===== src/rtl/conv_pkg.sv =====
// Shared definitions for the K=3 rate-1/2 convolutional code (G0=111, G1=101).
// Encoder and decoder stages use the same generator taps and FSM state encoding.
package conv_pkg;

    localparam int K = 3;
    localparam logic [K-1:0] G0 = 3'b111;
    localparam logic [K-1:0] G1 = 3'b101;

    typedef enum logic [1:0] {
        IDLE  = 2'b00,
        ENC   = 2'b01,
        FLUSH = 2'b10,
        DONE  = 2'b11
    } conv_state_e;

    // Window is {u, s1, s0}; the coded bit is the parity of the tapped positions.
    function automatic logic gen_bit(input logic [K-1:0] g, input logic [K-1:0] win);
        return ^(g & win);
    endfunction

endpackage


===== src/rtl/conv_enc_core.sv =====
// Combinational K=3 encoder step: coded pair from (u, s1, s0), mapped to BPSK symbols.
module conv_enc_core
    import conv_pkg::*;
#(
    parameter int AMP = 16
) (
    input  logic              u,
    input  logic              s1,
    input  logic              s0,
    output logic signed [7:0] sym_a,
    output logic signed [7:0] sym_b
);

    localparam logic signed [7:0] SYM_POS = 8'(AMP);
    localparam logic signed [7:0] SYM_NEG = -SYM_POS;

    logic c0_s;
    logic c1_s;

    // Coded bit 0 maps to +AMP, coded bit 1 to -AMP.
    always_comb begin
        c0_s  = gen_bit(G0, {u, s1, s0});
        c1_s  = gen_bit(G1, {u, s1, s0});
        sym_a = c0_s ? SYM_NEG : SYM_POS;
        sym_b = c1_s ? SYM_NEG : SYM_POS;
    end

endmodule


===== src/rtl/conv_encoder_tx.sv =====
// Frame-based convolutional encoder transmitter: one message word in, MSG_BITS+2
// symbol pairs out (two zero tail bits terminate the trellis), then a done pulse.
module conv_encoder_tx
    import conv_pkg::*;
#(
    parameter int MSG_BITS = 4,
    parameter int AMP      = 16
) (
    input  logic                CLK,
    input  logic                RST_N,
    input  logic [MSG_BITS-1:0] msg_in,
    input  logic                in_valid,
    output logic                in_ready,
    output logic signed [7:0]   sym_a,
    output logic signed [7:0]   sym_b,
    output logic                out_valid,
    input  logic                out_ready,
    output logic                done
);

    localparam int CW = $clog2(MSG_BITS + 2);
    localparam logic [CW-1:0] LAST_MSG  = CW'(MSG_BITS - 1);
    localparam logic [CW-1:0] LAST_TAIL = CW'(MSG_BITS + 1);

    conv_state_e         state_q, state_d;
    logic [CW-1:0]       cnt_q, cnt_d;
    logic [MSG_BITS-1:0] msg_q, msg_d;
    logic                s1_q, s1_d, s0_q, s0_d;
    logic signed [7:0]   sym_a_q, sym_a_d, sym_b_q, sym_b_d;
    logic                out_valid_q, out_valid_d;
    logic                in_ready_q, in_ready_d;
    logic                done_q, done_d;

    logic                load_s, u_s, base_s1_s, base_s0_s;
    logic signed [7:0]   core_a_s, core_b_s;

    conv_enc_core #(.AMP(AMP)) u_core (
        .u     (u_s),
        .s1    (base_s1_s),
        .s0    (base_s0_s),
        .sym_a (core_a_s),
        .sym_b (core_b_s)
    );

    // Next-state logic; cnt_q is the index of the pair currently presented.
    always_comb begin
        state_d     = state_q;
        cnt_d       = cnt_q;
        msg_d       = msg_q;
        out_valid_d = out_valid_q;
        in_ready_d  = in_ready_q;
        done_d      = 1'b0;
        load_s      = 1'b0;
        u_s         = 1'b0;
        base_s1_s   = s1_q;
        base_s0_s   = s0_q;
        case (state_q)
            IDLE: begin
                in_ready_d  = 1'b1;
                out_valid_d = 1'b0;
                if (in_valid) begin
                    load_s      = 1'b1;
                    u_s         = msg_in[MSG_BITS-1];
                    base_s1_s   = 1'b0;
                    base_s0_s   = 1'b0;
                    msg_d       = {msg_in[MSG_BITS-2:0], 1'b0};
                    cnt_d       = '0;
                    state_d     = ENC;
                    in_ready_d  = 1'b0;
                    out_valid_d = 1'b1;
                end else begin
                    state_d = IDLE;
                end
            end
            ENC: begin
                if (out_valid_q && out_ready) begin
                    load_s = 1'b1;
                    cnt_d  = cnt_q + CW'(1);
                    if (cnt_q == LAST_MSG) begin
                        u_s     = 1'b0;
                        state_d = FLUSH;
                    end else begin
                        u_s   = msg_q[MSG_BITS-1];
                        msg_d = {msg_q[MSG_BITS-2:0], 1'b0};
                    end
                end else begin
                    state_d = ENC;
                end
            end
            FLUSH: begin
                if (out_valid_q && out_ready) begin
                    if (cnt_q == LAST_TAIL) begin
                        state_d     = DONE;
                        out_valid_d = 1'b0;
                        done_d      = 1'b1;
                    end else begin
                        load_s = 1'b1;
                        u_s    = 1'b0;
                        cnt_d  = cnt_q + CW'(1);
                    end
                end else begin
                    state_d = FLUSH;
                end
            end
            DONE: begin
                state_d    = IDLE;
                in_ready_d = 1'b1;
            end
            default: begin
                state_d     = IDLE;
                out_valid_d = 1'b0;
                in_ready_d  = 1'b1;
            end
        endcase

        if (load_s) begin
            sym_a_d = core_a_s;
            sym_b_d = core_b_s;
            s1_d    = u_s;
            s0_d    = base_s1_s;
        end else begin
            sym_a_d = sym_a_q;
            sym_b_d = sym_b_q;
            s1_d    = s1_q;
            s0_d    = s0_q;
        end
    end

    // State, datapath and registered outputs.
    always_ff @(posedge CLK or negedge RST_N) begin
        if (!RST_N) begin
            state_q     <= IDLE;
            cnt_q       <= '0;
            msg_q       <= '0;
            s1_q        <= 1'b0;
            s0_q        <= 1'b0;
            sym_a_q     <= 8'sd0;
            sym_b_q     <= 8'sd0;
            out_valid_q <= 1'b0;
            in_ready_q  <= 1'b1;
            done_q      <= 1'b0;
        end else begin
            state_q     <= state_d;
            cnt_q       <= cnt_d;
            msg_q       <= msg_d;
            s1_q        <= s1_d;
            s0_q        <= s0_d;
            sym_a_q     <= sym_a_d;
            sym_b_q     <= sym_b_d;
            out_valid_q <= out_valid_d;
            in_ready_q  <= in_ready_d;
            done_q      <= done_d;
        end
    end

    assign sym_a     = sym_a_q;
    assign sym_b     = sym_b_q;
    assign out_valid = out_valid_q;
    assign in_ready  = in_ready_q;
    assign done      = done_q;

endmodule


===== config.mk =====
export PLATFORM = sky130hd
export DESIGN_NAME = conv_encoder_tx
export DESIGN_NICKNAME = d
export VERILOG_FILES = /design/src/rtl/conv_pkg.sv /design/src/rtl/conv_enc_core.sv /design/src/rtl/conv_encoder_tx.sv
export SDC_FILE = /design/constraint.sdc
export NUM_CORES = 1
export LEC_CHECK = 0
export CELL_PAD_IN_SITES_DETAIL_PLACEMENT = 1
export CELL_PAD_IN_SITES_GLOBAL_PLACEMENT = 2
export CORE_ASPECT_RATIO = 2
export CORE_MARGIN = 2
export CORE_UTILIZATION = 29
export CTS_CLUSTER_SIZE = 16
export DETAILED_ROUTE_END_ITERATION = 12
export PLACE_DENSITY_LB_ADDON = 0.05
export SLEW_MARGIN = 20
export SYNTH_ARGS = -nofsm -noshare
export SYNTH_HDL_FRONTEND = slang
export SYNTH_SLANG_ARGS = --single-unit

===== constraint.sdc =====
create_clock -name CLK -period 1.85 [get_ports CLK]
set_input_delay 0.2775 -clock CLK [delete_from_list [all_inputs] [get_ports CLK]]
set_output_delay 0.2775 -clock CLK [all_outputs]
set_load 0.02 [all_outputs]

==> impl_metrics.tcl <==
set metrics [dict create \
    status "finished, final reports clean" \
    coreArea_mm2 0.00357 \
    cp-startpoint "cnt_q[0]" \
    grt_max_degree 17 \
    drt-wirelength-per-cell_um 13.7 \
    synth_top_family_by_area "simple AND/OR/NAND/NOR gates" \
    rsz0062_at_grt "false" \
    numCtsBuffers 3 \
    area_growth_pct 26.7 \
    wirelength_um 2500 \
    netlist_area_mm2 0.00107 \
    drv_cap 0 \
    dieWidth_um 47.0 \
    r2r_cells 6 \
    setup_viol 0 \
    ys_seq_elements 16 \
    period_minus_slack_ns 1.75 \
    layout-drive-gt1-share_pct 18.0 \
    grt_pass1_wl_um 4030 \
    postSynth.asyncResetShare_pct 100 \
    synth_warnings 0 \
    netlist_top_cells_area "dfrtp_1 35%, buf_4 9.1%, ha_1 8.2%, mux2i_1 5.6%, inv_1 4.2%" \
    finalWeightedCongestion 0.809 \
    critPathMaxFanout 6 \
    path_clk_slew_ns 0.06 \
    synth_cell_types 36 \
    synthCells 109 \
    synth_edf_count 0 \
    io_pins 27 \
    route.detailed.drc 0 \
    die_h_um 90.0 \
    initial_core_util_pct 30.0 \
    dpl.hpwl_um 2070 \
    leakage_nw 0.668 \
    synth_xor_area_share_pct 1.63 \
    cts.sinks 16 \
    fin_setup_tns_ns 0 \
    final_max_slew_viol_count 0 \
    slew_headroom_pct 66.8 \
    fillCellCount 456 \
    vias 808 \
    critPathKind "flip-flop to flip-flop" \
    grt_overflow 0 \
    cts_tree "built" \
    worstSetupEndpointType "flip-flop" \
    diodes 0 \
    timing.rr.end "sym_a[6]" \
    ys_seq_area_share_pct 37.5 \
    dieArea_mm2 0.00423 \
    synth_most_common_cell "dfrtp_1" \
    fin_nets 149 \
    max_freq_mhz 570 \
    worstSkewPairLatency_ns 0.24 \
    synth_mux_area_share_pct 9.10 \
    p_per_area_mw_per_mm2 524 \
    h-tree-depth 1 \
    cp-endpoint "sym_a[6]" \
    drt-initial-drc-count 0 \
    cts_buffer_depth 2 \
    viasPerCell 4.44 \
    clockRootBuffer "clkbuf_8" \
    ys.flop_type "dfrtp_1" \
    fin_skew_ns 0.00148 \
    num_rows 31 \
    antenna_found_initial 0 \
    synth_top_area_share_pct 35.0 \
    critical_path_required_ns 2.00 \
    port_buffers 18 \
    synth-compound-area-share_pct 13.4 \
    worstPathArrival_ns 1.91 \
    worstHoldPathType "input port to asynchronous set/reset pin" \
    final_hold_viol_count 0 \
    antenna_left 0 \
    worst_pin_slew_ns 0.494 \
    r2r_setup_slack_ns 0.1 \
    peakVddDrop_v 0.000253 \
    grt.total_usage_pct 13.0 \
    grt_pass1_vias 878 \
    synth-simple-area-share_pct 15.1 \
    finalCritPeriodShare_pct 94.8 \
    startpoint_type "flip-flop" \
    synthAdderAreaFrac_pct 8.17 \
    post-synth-top-area-cell "dfrtp_1" \
    first_pass_iters 1 \
    postLayoutCoreUtil_pct 38.1 \
    hold_buffers 0 \
    ys_top_cells_by_count "15 x dfrtp_1, 13 x buf_4, 12 x inv_1" \
    r2r-start "cnt_q[0]" \
    synth_area_per_cell_um2 9.84 \
]
## worst max-delay path, cell delays in order (launching register included)
cell,delay (ns)
dfrtp_1,0.41
buf_4,0.15
ha_1,0.22
nand2_1,0.11
nand4_2,0.21
a31o_1,0.31
a221oi_2,0.26
## metrics by stage
step / power, mW / std cells / instance area, µm² / hold slack [ns] / worst slack [ns]
after global routing: 0.745 / 182 / 1360 / 0.373 / 0.00956
final: 0.712 / 182 / 1360 / 0.360 / 0.0954
after global placement: 0.412 / 176 / 1290 / 0.459 / 0.0772
after CTS: 0.737 / 180 / 1340 / 0.361 / 0.0542
after floorplan: 0.395 / 116 / 1100 / -0.0181 / 0.220
after detailed placement: 0.413 / 176 / 1290 / 0.477 / 0.0414
## power breakdown
| part | internal, mW | switching [mW] | total, mW | leakage (nW) |
|---|---|---|---|---|
| Combinational | 0.0189 | 0.0307 | 0.0496 | 0.455 |
| Clock | 0.188 | 0.118 | 0.306 | 0.0288 |
| Sequential | 0.354 | 0.00207 | 0.356 | 0.184 |
## registers in the layout, indices dropped and copies added (netlist names), named ones only
| register | cells |
|---|---|
| sym_b | 1 |
| state_q | 1 |
| sym_a | 2 |
| cnt_q | 3 |
| in_ready | 1 |
| done | 1 |
| s1_q | 1 |
| msg_q | 3 |
| out_valid | 1 |
| s0_q | 1 |
## worst min path at each step
stage,from,to,slack (ns)
after floorplan,RST_N,asynchronous set/reset pin,-0.02
after global placement,in_ready,in_ready,0.46
after detailed placement,in_ready,in_ready,0.48
after CTS,RST_N,sym_a[4],0.36
after global routing,RST_N,sym_a[4],0.37
final,RST_N,sym_a[4],0.36
## routing by layer
metal | up-vias | routed length (µm) | global-route usage (%)
met4 | 0 | 29 | 4.17
met2 | 8 | 1520 | 24.8
met3 | 2 | 42 | 1.81
met5 | - | 0 | 0
li1 | 397 | - | -
met1 | 401 | 904 | 13.0
## cell type report
type                    instances  area, µm²  area share, %
repair buffers                 28        255           18.8
flip-flops and latches         16        402           29.6
inverters                      12       45.0           3.31
multi-input cells              73        541           39.8
clock buffers                   4       55.1           4.05
well taps                      49       61.3           4.51
## repair_timing
action / in CTS / in global routing
buffers inserted: 0 / 2
gates resized for setup: 0 / 1
endpoints found under the setup margin: 0 / 2
## kinds of logic (layout without fill, tap and decap cells)
| kind of cell | after synthesis | in the layout |
|---|---|---|
| simple gates | 28 | 28 |
| fa+ha+maj | 7 | 7 |
| buf+inv | 27 | 44 |
| mux | 9 | 9 |
| flops | 16 | 16 |
| compound gates | 19 | 19 |
| other cells | 1 | 8 |
| xor+xnor | 2 | 2 |
## cell usage in the layout, fill, tap and decap left out, types with 2 or more instances in the layout
master	count
nand2_1	6
nand2b_1	2
dfrtp_1	15
a31oi_1	4
inv_1	12
a21oi_1	7
clkbuf_8	4
mux2i_1	6
buf_4	10
conb_1	8
or2b_1	2
mux2_2	2
nor2b_1	2
nor2_1	5
clkdlybuf4s50_1	18
ha_1	6
nand3_1	4
No activity file was read; power rests on OpenSTA's default activity.
